File: src/rtl/pilot_extract.sv
// pilot_extract
//   Receive-side pilot remover. Tracks frame and pilot position on every
//   accepted sample, strips pilots from the data stream (or tags them when
//   forwarded), publishes each pilot on a side port and compares it with the
//   expected pilot value.
//
// Ports
//   clk, rst        rising-edge clock, synchronous active-high reset
//   signal_in       32-bit sample, [31:16]=I, [15:0]=Q (signed)
//   valid_in        upstream valid; ready_out upstream ready (registered)
//   frame_start     marks sample index 0 (qualified by accept)
//   frame_length    samples per frame incl. pilots, 0 = unbounded
//   pilot_interval  pilot period, 0 = no pilots
//   pilot_value     expected pilot sample
//   data_out        data sample; valid_out / ready_in downstream handshake
//   pilot_out       last received pilot; pilot_valid 1-cycle update pulse
//   pilot_mismatch  pulse with pilot_valid when |dI|+|dQ| > PILOT_TOL
//   mm_count        saturating mismatch count, cleared at each frame start
//   frame_end       pulse when the last sample of a frame is accepted
//   error           pulse when frame_start arrives mid-frame (resync)
//   data_is_pilot   (PILOT_EXTRACT_PASS_EN only) data_out carries a pilot
//
// Build option
//   PILOT_EXTRACT_PASS_EN  forward pilots on data_out as well, tagged by
//                          data_is_pilot.

module pilot_extract #(
   parameter int unsigned PILOT_TOL = 64,
   parameter int unsigned MM_CNT_W  = 8
) (
   input  logic                clk,
   input  logic                rst,
   input  logic [31:0]         signal_in,
   input  logic                valid_in,
   output logic                ready_out,
   input  logic                frame_start,
   input  logic [12:0]         frame_length,
   input  logic [12:0]         pilot_interval,
   input  logic [31:0]         pilot_value,
   output logic [31:0]         data_out,
   output logic                valid_out,
   input  logic                ready_in,
   output logic [31:0]         pilot_out,
   output logic                pilot_valid,
   output logic                pilot_mismatch,
   output logic [MM_CNT_W-1:0] mm_count,
   output logic                frame_end,
   output logic                error
`ifdef PILOT_EXTRACT_PASS_EN
   ,
   output logic                data_is_pilot
`endif
);

`ifdef PILOT_EXTRACT_PASS_EN
   localparam bit          PASS = 1'b1;
   localparam int unsigned EW   = 33;
`else
   localparam bit          PASS = 1'b0;
   localparam int unsigned EW   = 32;
`endif

   // position / configuration state
   logic [12:0]         cnt_frame, cnt_pilot;
   logic [12:0]         lat_len, lat_int;
   logic [31:0]         lat_pv;

   // skid buffer: output register plus one skid entry
   logic [EW-1:0]       out_word, sk_word;
   logic                out_v, sk_v;

   // combinational decode of the sample currently offered
   logic                accept, idx0, is_pilot, wrap, mism, push, pop;
   logic [12:0]         eff_len, eff_int, eff_fcnt, eff_pcnt;
   logic [12:0]         fcnt_nxt, pcnt_nxt;
   logic [31:0]         eff_pv;
   logic [16:0]         d_i, d_q, abs_i, abs_q;
   logic [17:0]         dev_sum;
   logic [MM_CNT_W-1:0] mm_base, mm_nxt;
   logic [EW-1:0]       push_word;

   logic [EW-1:0]       out_word_n, sk_word_n;
   logic                out_v_n, sk_v_n;

   // Index 0 is either the sample after a wrap/reset or any frame_start; on
   // that sample the live config inputs are used directly and also latched.
   // With frame_length == 0 cnt_frame rolls over after 8192 samples, which
   // simply restarts positioning like a frame start without an error.
   always_comb begin
      accept   = valid_in & ready_out;
      idx0     = (cnt_frame == '0) | frame_start;
      eff_len  = idx0 ? frame_length   : lat_len;
      eff_int  = idx0 ? pilot_interval : lat_int;
      eff_pv   = idx0 ? pilot_value    : lat_pv;
      eff_fcnt = idx0 ? '0 : cnt_frame;
      eff_pcnt = idx0 ? '0 : cnt_pilot;

      is_pilot = (eff_int != '0) && (eff_pcnt == '0);
      wrap     = (eff_len != '0) && (eff_fcnt == eff_len - 13'd1);
      fcnt_nxt = wrap ? '0 : eff_fcnt + 13'd1;
      pcnt_nxt = ((eff_int == '0) || (eff_pcnt == eff_int - 13'd1)) ? '0 : eff_pcnt + 13'd1;

      d_i     = {signal_in[31], signal_in[31:16]} - {eff_pv[31], eff_pv[31:16]};
      d_q     = {signal_in[15], signal_in[15:0]}  - {eff_pv[15], eff_pv[15:0]};
      abs_i   = d_i[16] ? (17'd0 - d_i) : d_i;
      abs_q   = d_q[16] ? (17'd0 - d_q) : d_q;
      dev_sum = {1'b0, abs_i} + {1'b0, abs_q};
      mism    = dev_sum > 18'(PILOT_TOL);

      mm_base = idx0 ? '0 : mm_count;
      mm_nxt  = mm_base;
      if (is_pilot && mism && (mm_base != '1))
         mm_nxt = mm_base + MM_CNT_W'(1);

      push = accept & (~is_pilot | PASS);
`ifdef PILOT_EXTRACT_PASS_EN
      push_word = {is_pilot, signal_in};
`else
      push_word = signal_in;
`endif
   end

   // skid buffer next state; ready_out == !sk_v guarantees no push into a
   // full skid entry while the output register is stalled
   always_comb begin
      pop        = out_v & ready_in;
      out_word_n = out_word;
      out_v_n    = out_v;
      sk_word_n  = sk_word;
      sk_v_n     = sk_v;
      if (!out_v || pop) begin
         if (sk_v) begin
            out_word_n = sk_word;
            out_v_n    = 1'b1;
            sk_v_n     = push;
            if (push)
               sk_word_n = push_word;
         end else begin
            out_v_n = push;
            if (push)
               out_word_n = push_word;
         end
      end else if (push) begin
         sk_word_n = push_word;
         sk_v_n    = 1'b1;
      end
   end

   always_ff @(posedge clk) begin
      if (rst) begin
         cnt_frame      <= '0;
         cnt_pilot      <= '0;
         lat_len        <= '0;
         lat_int        <= '0;
         lat_pv         <= '0;
         out_word       <= '0;
         sk_word        <= '0;
         out_v          <= 1'b0;
         sk_v           <= 1'b0;
         ready_out      <= 1'b0;
         pilot_out      <= '0;
         pilot_valid    <= 1'b0;
         pilot_mismatch <= 1'b0;
         mm_count       <= '0;
         frame_end      <= 1'b0;
         error          <= 1'b0;
      end else begin
         out_word       <= out_word_n;
         out_v          <= out_v_n;
         sk_word        <= sk_word_n;
         sk_v           <= sk_v_n;
         ready_out      <= ~sk_v_n;
         pilot_valid    <= accept & is_pilot;
         pilot_mismatch <= accept & is_pilot & mism;
         frame_end      <= accept & wrap;
         error          <= accept & frame_start & (cnt_frame != '0);
         if (accept) begin
            cnt_frame <= fcnt_nxt;
            cnt_pilot <= pcnt_nxt;
            mm_count  <= mm_nxt;
            if (idx0) begin
               lat_len <= frame_length;
               lat_int <= pilot_interval;
               lat_pv  <= pilot_value;
            end
            if (is_pilot)
               pilot_out <= signal_in;
         end
      end
   end

   assign data_out  = out_word[31:0];
   assign valid_out = out_v;
`ifdef PILOT_EXTRACT_PASS_EN
   assign data_is_pilot = out_word[32];
`endif

endmodule

File: config.mk
export PLATFORM = sky130hd
export DESIGN_NAME = pilot_extract
export DESIGN_NICKNAME = d
export VERILOG_FILES = /design/src/rtl/pilot_extract.sv
export SDC_FILE = /design/constraint.sdc
export NUM_CORES = 1
export LEC_CHECK = 0
export CAP_MARGIN = 20
export CORE_ASPECT_RATIO = 2
export CORE_MARGIN = 3
export CORE_UTILIZATION = 40
export CTS_CLUSTER_DIAMETER = 120
export DETAILED_ROUTE_END_ITERATION = 16
export PLACE_DENSITY_LB_ADDON = 0.05
export SYNTH_ARGS = -nofsm -noshare
export SYNTH_HDL_FRONTEND = slang
export SYNTH_SLANG_ARGS = --single-unit
File: constraint.sdc
create_clock -name clk -period 7.4 [get_ports clk]
set_input_delay 0.74 -clock clk [delete_from_list [all_inputs] [get_ports clk]]
set_output_delay 0.74 -clock clk [all_outputs]
set_load 0.02 [all_outputs]
==> results of run 1 <==
[repair_timing]
action,in CTS,in global routing
setup endpoints to repair,4,6
buffers inserted,2,0
resized for setup,0,8
pin swaps,1,1
[kinds of logic after synthesis]
family                     share of synthesized area, %
adders and majority gates                          6.28
DFF                                                30.7
buffers and inverters                              3.98
AOI/OAI and AO/OA                                  21.5
muxes                                              7.39
and+or+nand+nor                                    24.1
xor gates and xnor gates                           6.06
[flip-flops by register name, indices dropped and copies added, names as in the netlist, 8 cells and up]
name	flops
lat_pv	32
mm_count	8
data_out	32
cnt_pilot	13
lat_int	13
cnt_frame	13
lat_len	13
sk_word	32
pilot_out	32
[report_power, final]
| part | switching (mW) | internal (mW) |
|---|---|---|
| Sequential | 0.0238 | 1.08 |
| Clock | 0.450 | 0.502 |
| Combinational | 0.778 | 0.558 |
| Total | 1.25 | 2.14 |
[per-layer routing]
layer / up-vias / GRT usage [%]
li1: 6250 / -
met3: 54 / 2.77
met4: 0 / 8.06
met5: - / 0
met1: 5939 / 26.4
met2: 274 / 49.3
[worst register-to-register path: cells and delay by family (launching register included)]
family                     cells  cell delay (ns)
and+or+nand+nor                5             1.38
xor gates and xnor gates       1             0.22
DFF                            1             0.37
muxes                          2             0.58
buffers and inverters          4             0.84
adders and majority gates      2             0.66
AOI/OAI and AO/OA             13             2.78
[layout make-up]
class | count | share of cell area [%]
clock inverter | 13 | 0.953
multi-input combinational | 1340 | 53.7
sequential | 195 | 25.0
inverter | 42 | 1.01
clock buffer | 18 | 2.75
tap | 418 | 3.35
timing repair buffer | 218 | 13.2
[synthesized netlist by cell type (5+ instances only)]
library cell and count:
nand2b_1 8, or3_1 18, o21ai_0 57, mux2i_1 88, clkbuf_1 78, and4b_1 5
a211oi_1 42, nor4_1 22, and3_1 18, nand3_1 33, o31a_1 6, and2_1 8
o221ai_1 7, o2111ai_1 9, nand4_1 12, inv_1 42, a31oi_1 8, nor2_1 121
a21oi_1 181, a21o_1 13, or2_2 8, o22ai_1 5, nor3b_1 9, o21a_1 16
xnor2_1 48, nor4b_1 8, buf_1 5, nor2b_1 13, o41ai_1 5, o31ai_1 11
a22oi_1 7, o211ai_1 10, xor2_1 40, dfxtp_1 195, nor3_1 39, nand2_1 329
ha_1 59
[final timing paths]
path / startpoint / to / slack, ns / cells after the start
worst max-delay path: cnt_frame[0] / mm_count[7] / 0.46 / 27
worst min register to register: sk_word[26] / sk_word[26] / 0.45 / 2
worst max register to register: cnt_frame[0] / mm_count[7] / 0.46 / 27
worst min-delay path: sk_word[26] / sk_word[26] / 0.45 / 2
==> flow_summary.ini, run 1 <==
[outcome]
status = finished clean

[setup_path]
worst-path-buf-inv = 4
crit_path_end_kind = flip-flop
cp.required_ns = 7.76
slowest_delay_ns = 0.60
start_kind = flip-flop
path_max_fanout = 12
worstSetupPathType = flip-flop to flip-flop
cp_slowest_cell = or4_4
crit_top_cell = buf_4
worstPathArrival_ns = 7.30
cpLargestDelayFamily = compound AO/OA/AOI/OAI gates

[synthesis]
synth_flop_cell = dfxtp_1
syn_area_sq_mm = 0.0127
syn_inst = 1665
synth_edf_count = 0
ys_seq_elements = 195
ys_types = 71
async_flop_share_pct = 0
ys_seq_area_share_pct = 30.7
ys_top_cells_by_area = dfxtp_1 (31%), nand2_1 (9.7%), a21oi_1 (7.1%)
yosysTopAreaCellShare_pct = 30.7
ys_warn_count = 0
yosys.area.top_type = dfxtp_1
postSynthAreaPerCell_sq_um = 7.64
mappedNetlistNets = 1822

[job]
drv_cap = 0

[routing]
routedWlPerCell_um = 19.0
vias = 12500
routed.top_layer = met4
drt_iter0_markers = 711
vias_per_cell = 5.58
wl_met2_um = 24000
wl_met1_um = 16400
drc = 0
ant_nets = 0
routed_wl_um = 42700
first_pass_iters = 5
wl_met3_um = 1240

[layout]
final_util_pct = 50.3
drive_gt1_share_pct = 6.30
area.sequential_sq_mm = 0.00391
instances_no_fill = 2244
fillers = 3086
areaGrowthSynthToFinish_pct = 22.9
layout.nets = 1971
stdcell_area_sq_mm = 0.0156
n_antenna_cell = 0
multi_input_area_sq_mm = 0.00840
layout_commonest_cell = nand2_1
final_cell_mix = nand2_1 (328), dfxtp_1 (194), a21oi_1 (180), clkdlybuf4s50_1 (171), nor2_1 (117)

[floorplan]
ios = 173
fp-row-count = 91
dieArea_sq_mm = 0.0341
die_x_um = 132
start_util_pct = 40.9
dieHeight_um = 258
fp.coreArea_sq_mm = 0.0311

[clocking]
clkSlewWorstSetupHoldPaths_ns = 0.08
clk_latency_ns = 0.46
clkSinkCount = 195
cts_hold_buf = 0
cts_tree = done
numCtsBuffers = 17
cts.htree.levels = 4
clock_path_buffers = 2
root_buffer = clkbuf_16

[placed_design]
portBuffers = 172
pre_cts_ws_ns = -0.00890
place_hpwl_um = 31800
place_area_sq_mm = 0.0150
dp.cells = 2211
routabilityCongestion = 0.881

[timing]
tightestPinTransition_ns = 1.12
fmax_ghz = 0.144
slew_viol_final = 0
min_period_ns = 6.94
setup_violations = 0
grt_setup_unrepaired = false
fin_ws_ns = 0.459
fin_skew_ns = 0.0149
slew_headroom_pct = 25.6
whs_ns = 0.453
period_share_pct = 93.8
tns_ns = 0
report.final.hold_viol_count = 0

[power_and_ir_drop]
power_density_mw_per_mm2 = 217
fin_total_pwr_mw = 3.39
leakage_nw = 5.95
ir_drop_mv = 0.188

[global_route]
grt_max_degree = 104
grt_pass1_wl_um = 67300
grt_usage_pct = 24.7
grt_pass1_vias = 12400
antenna_found_initial = 0
overflow = 0

[worst_hold_path]
hold_class = flip-flop to flip-flop
(Power assumes the default switching activity.)
==> run 2: changes to the inputs <==
- CORE_MARGIN: 3 -> default
==> flow_summary.ini, run 2 (synthesis results as in run 1) <==
[outcome]
status = finished clean

[timing]
period_share_pct = 94.1
slew_viol_final = 0
setup_violations = 0
report.final.hold_viol_count = 0
slew_headroom_pct = 29.9
tns_ns = 0
whs_ns = 0.455
fmax_ghz = 0.144
tightestPinTransition_ns = 1.05
fin_skew_ns = 0.0218
grt_setup_unrepaired = false
min_period_ns = 6.97

[layout]
fillers = 3151
final_util_pct = 49.7
areaGrowthSynthToFinish_pct = 22.7
area.sequential_sq_mm = 0.00391
instances_no_fill = 2240
final_cell_mix = nand2_1 (328), dfxtp_1 (194), a21oi_1 (179), clkdlybuf4s50_1 (171), nor2_1 (117)
layout.nets = 1961
drive_gt1_share_pct = 6.16
multi_input_area_sq_mm = 0.00843
n_antenna_cell = 0
layout_commonest_cell = nand2_1

[routing]
routed.top_layer = met4
drt_iter0_markers = 751
drc = 0
ant_nets = 0
wl_met3_um = 1190
routedWlPerCell_um = 19.2
routed_wl_um = 43100
wl_met2_um = 24200
wl_met1_um = 16200
vias_per_cell = 5.65
first_pass_iters = 5
vias = 12700

[global_route]
grt_pass1_wl_um = 66300
overflow = 0
antenna_found_initial = 0
grt_usage_pct = 26.6
grt_pass1_vias = 12100
grt_max_degree = 101

[job]
drv_cap = 0

[clocking]
cts_hold_buf = 0
clkSlewWorstSetupHoldPaths_ns = 0.08
cts_tree = done
clkSinkCount = 195
clock_path_buffers = 2
clk_latency_ns = 0.47
cts.htree.levels = 4
numCtsBuffers = 17
root_buffer = clkbuf_16

[power_and_ir_drop]
leakage_nw = 5.93
power_density_mw_per_mm2 = 217
fin_total_pwr_mw = 3.39
ir_drop_mv = 0.185

[setup_path]
reg2reg_depth = 24
cp.required_ns = 7.75
r2r_end = mm_count[7]
start_kind = flip-flop
worstSetupPathType = flip-flop to flip-flop
r2r_start = cnt_frame[0]
reg2reg_slack_ns = 0.43
path_max_fanout = 14
worstPathArrival_ns = 7.32
crit_path_end_kind = flip-flop

[worst_hold_path]
hold_class = flip-flop to flip-flop
worstHoldEndpoint = lat_pv[15]
hold_depth = 2
hold_start = lat_pv[15]

[floorplan]
start_util_pct = 40.5
dieHeight_um = 254
die_x_um = 128
dieArea_sq_mm = 0.0326
ios = 173
fp.coreArea_sq_mm = 0.0314
fp-row-count = 92

[placed_design]
routabilityCongestion = 0.912
place_hpwl_um = 31900
dp.cells = 2206
portBuffers = 172
## run 2: cell count changes in the layout (fill, tap and decap cells not counted), sizes merged
cell and delta:
clkbuf -1, clkinvlp -1, inv +3, buf -10, bufinv -1, clkinv +1
## run 2: metal layers
metal	global-route usage, %	vias to the layer above
li1	-	6226
met1	28.0	6047
met5	0	-
met2	52.4	311
met4	11.3	0
met3	2.66	82
## run 2: worst max path at each step
| stage | startpoint | to | slack (ns) |
|---|---|---|---|
| detailed placement | cnt_frame[6] | mm_count[7] | -0.02 |
| CTS | cnt_frame[0] | mm_count[7] | 0.18 |
| global route | cnt_frame[0] | mm_count[7] | 0.004 |
| finish | cnt_frame[0] | mm_count[7] | 0.43 |
| global placement | cnt_frame[6] | mm_count[7] | 0.06 |
| floorplan | cnt_frame[6] | mm_count[3] | 0.04 |
## run 2: critical path, cell delays in order (launching register included)
cell and delay (ns):
dfxtp_1 0.36, or4_4 0.60, o41ai_4 0.33, buf_4 0.22, buf_4 0.29, mux2i_1 0.22
ha_1 0.28, a2111o_1 0.42, o21ai_1 0.19, o21ai_1 0.18, a2111o_1 0.43, o311ai_0 0.24
nor4b_2 0.38, a21oi_1 0.12, xnor2_1 0.14, ha_1 0.39, o21ai_0 0.14, a32o_1 0.28
a2111o_1 0.38, nor4_1 0.26, nand4_1 0.14, o31ai_1 0.26, buf_4 0.22, nor4_1 0.08
mux2_2 0.28
## run 2: repair_timing
action / CTS / global route
setup endpoints to repair: 1 / 8
setup buffers: 1 / 0
resized for setup: 0 / 16
pin swaps: 1 / 1
## run 2: area by class of cell
cell class              instances  share of cell area [%]
multi-input cells            1340                    54.0
clock inverters                15                   0.914
well taps                     423                    3.39
clock buffers                  17                    2.73
flip-flops and latches        195                    25.0
inverters                      42                    1.01
repair buffers                208                    12.9
## run 2: power breakdown
part | leakage (nW) | switching [mW] | internal, mW | total [mW]
Clock | 0.275 | 0.470 | 0.474 | 0.943
Sequential | 1.58 | 0.0234 | 1.08 | 1.10
Combinational | 4.07 | 0.791 | 0.556 | 1.35
Total | 5.93 | 1.28 | 2.11 | 3.39
## run 2: through the flow
step | setup slack, ns | cell area [sq um]
6_report | 0.434 | 15600
5_1_grt | 0.00416 | 15600
4_1_cts | 0.177 | 15500
3_5_place_dp | -0.0176 | 15000
3_3_place_gp | 0.0574 | 15000
2_1_floorplan | 0.0358 | 12700
==> run 3: changes to the inputs <==
- CAP_MARGIN: 20 -> 30
- CORE_MARGIN: default -> 4
- CTS_BUF_LIST: default -> sky130_fd_sc_hd__clkbuf_2
==> flow_summary.ini, run 3 (synthesis results as in run 1) <==
[floorplan]
fp-row-count = 92
start_util_pct = 40.5
ios = 173
die_x_um = 134
dieArea_sq_mm = 0.0349
dieHeight_um = 260
fp.coreArea_sq_mm = 0.0314

[clocking]
cts_tree = done
clock_path_buffers = 2
root_buffer = clkbuf_2
clkSinkCount = 195
clk_latency_ns = 0.88
cts.htree.levels = 4
numCtsBuffers = 17
clkSlewWorstSetupHoldPaths_ns = 0.30

[global_route]
overflow = 0
antenna_found_initial = 2
grt_usage_pct = 24.4
grt_max_degree = 117
grt_pass1_wl_um = 67300
grt_pass1_vias = 12400

[power_and_ir_drop]
leakage_nw = 5.82
power_density_mw_per_mm2 = 192
fin_total_pwr_mw = 2.94
ir_drop_mv = 0.133

[routing]
ant_nets = 0
routedWlPerCell_um = 19.2
routed_wl_um = 43200
vias = 12700
first_pass_iters = 5
drt_iter0_markers = 814
vias_per_cell = 5.62
drc = 0

[setup_path]
start_kind = flip-flop
crit_top_cell = buf_4
worstPathArrival_ns = 7.85
slowest_delay_ns = 0.60
cpLargestDelayFamily = compound AO/OA/AOI/OAI gates
worst-path-buf-inv = 6
cp_slowest_cell = or4_4
cp.required_ns = 8.23
path_max_fanout = 12
worstSetupPathType = flip-flop to flip-flop
crit_path_end_kind = flip-flop

[timing]
slew_headroom_pct = 32.4
slew_viol_final = 0
whs_ns = 0.365
setup_violations = 0
tns_ns = 0
fmax_ghz = 0.142
period_share_pct = 94.9
fin_ws_ns = 0.381
report.final.hold_viol_count = 0
tightestPinTransition_ns = 1.01
fin_skew_ns = 0.0556
min_period_ns = 7.02

[job]
drv_cap = 0

[worst_hold_path]
hold_class = input pin to flip-flop

[outcome]
status = finished clean

[placed_design]
pre_cts_ws_ns = 0.0403
dp.cells = 2214
place_area_sq_mm = 0.0150
place_hpwl_um = 32200
routabilityCongestion = 0.937
portBuffers = 172

[layout]
layout_commonest_cell = nand2_1
final_util_pct = 48.8
areaGrowthSynthToFinish_pct = 20.6
fillers = 3180
layout.nets = 1972
stdcell_area_sq_mm = 0.0153
drive_gt1_share_pct = 6.56
final_cell_mix = nand2_1 (328), dfxtp_1 (194), a21oi_1 (179), clkdlybuf4s50_1 (171), nor2_1 (117)
instances_no_fill = 2253
==> run 3: layout make-up <==
type | instances | area [sq um] | area share [%]
Tap cell | 423 | 529 | 3.45
Timing Repair Buffer | 219 | 2100 | 13.7
Inverter | 42 | 158 | 1.03
Sequential cell | 195 | 3910 | 25.5
Antenna cell | 2 | 5.00 | 0.0326
Multi-Input combinational cell | 1340 | 8460 | 55.2
Clock inverter | 14 | 87.6 | 0.571
Clock buffer | 18 | 90.1 | 0.588
==> run 3: per-layer routing <==
layer,track usage (%),routed length (um),vias to the layer above
li1,-,-,6256
met1,25.9,16300,6033
met2,47.7,24000,288
met3,3.08,1340,80
met4,9.68,1500,0
met5,0,0,-
==> run 3: final timing paths <==
kind,from,to,slack (ns),depth (start not counted)
setup / recovery,cnt_frame[0],mm_count[2],0.38,29
hold / removal,rst,lat_len[5],0.36,2
setup reg to reg,cnt_frame[0],mm_count[2],0.38,29
hold reg to reg,sk_word[10],sk_word[10],0.47,2
==> run 3: timing repair <==
item,in CTS,in global routing
setup buffers,0,5
gates resized for setup,1,18
hold buffers,0,0
endpoints found under the setup margin,5,9
pin swaps,0,3
==> run 3: where the power goes <==
| group | total [mW] | switching [mW] | internal [mW] |
|---|---|---|---|
| sequential | 1.11 | 0.0237 | 1.08 |
| clock | 0.477 | 0.391 | 0.0858 |
| combinational | 1.35 | 0.786 | 0.567 |
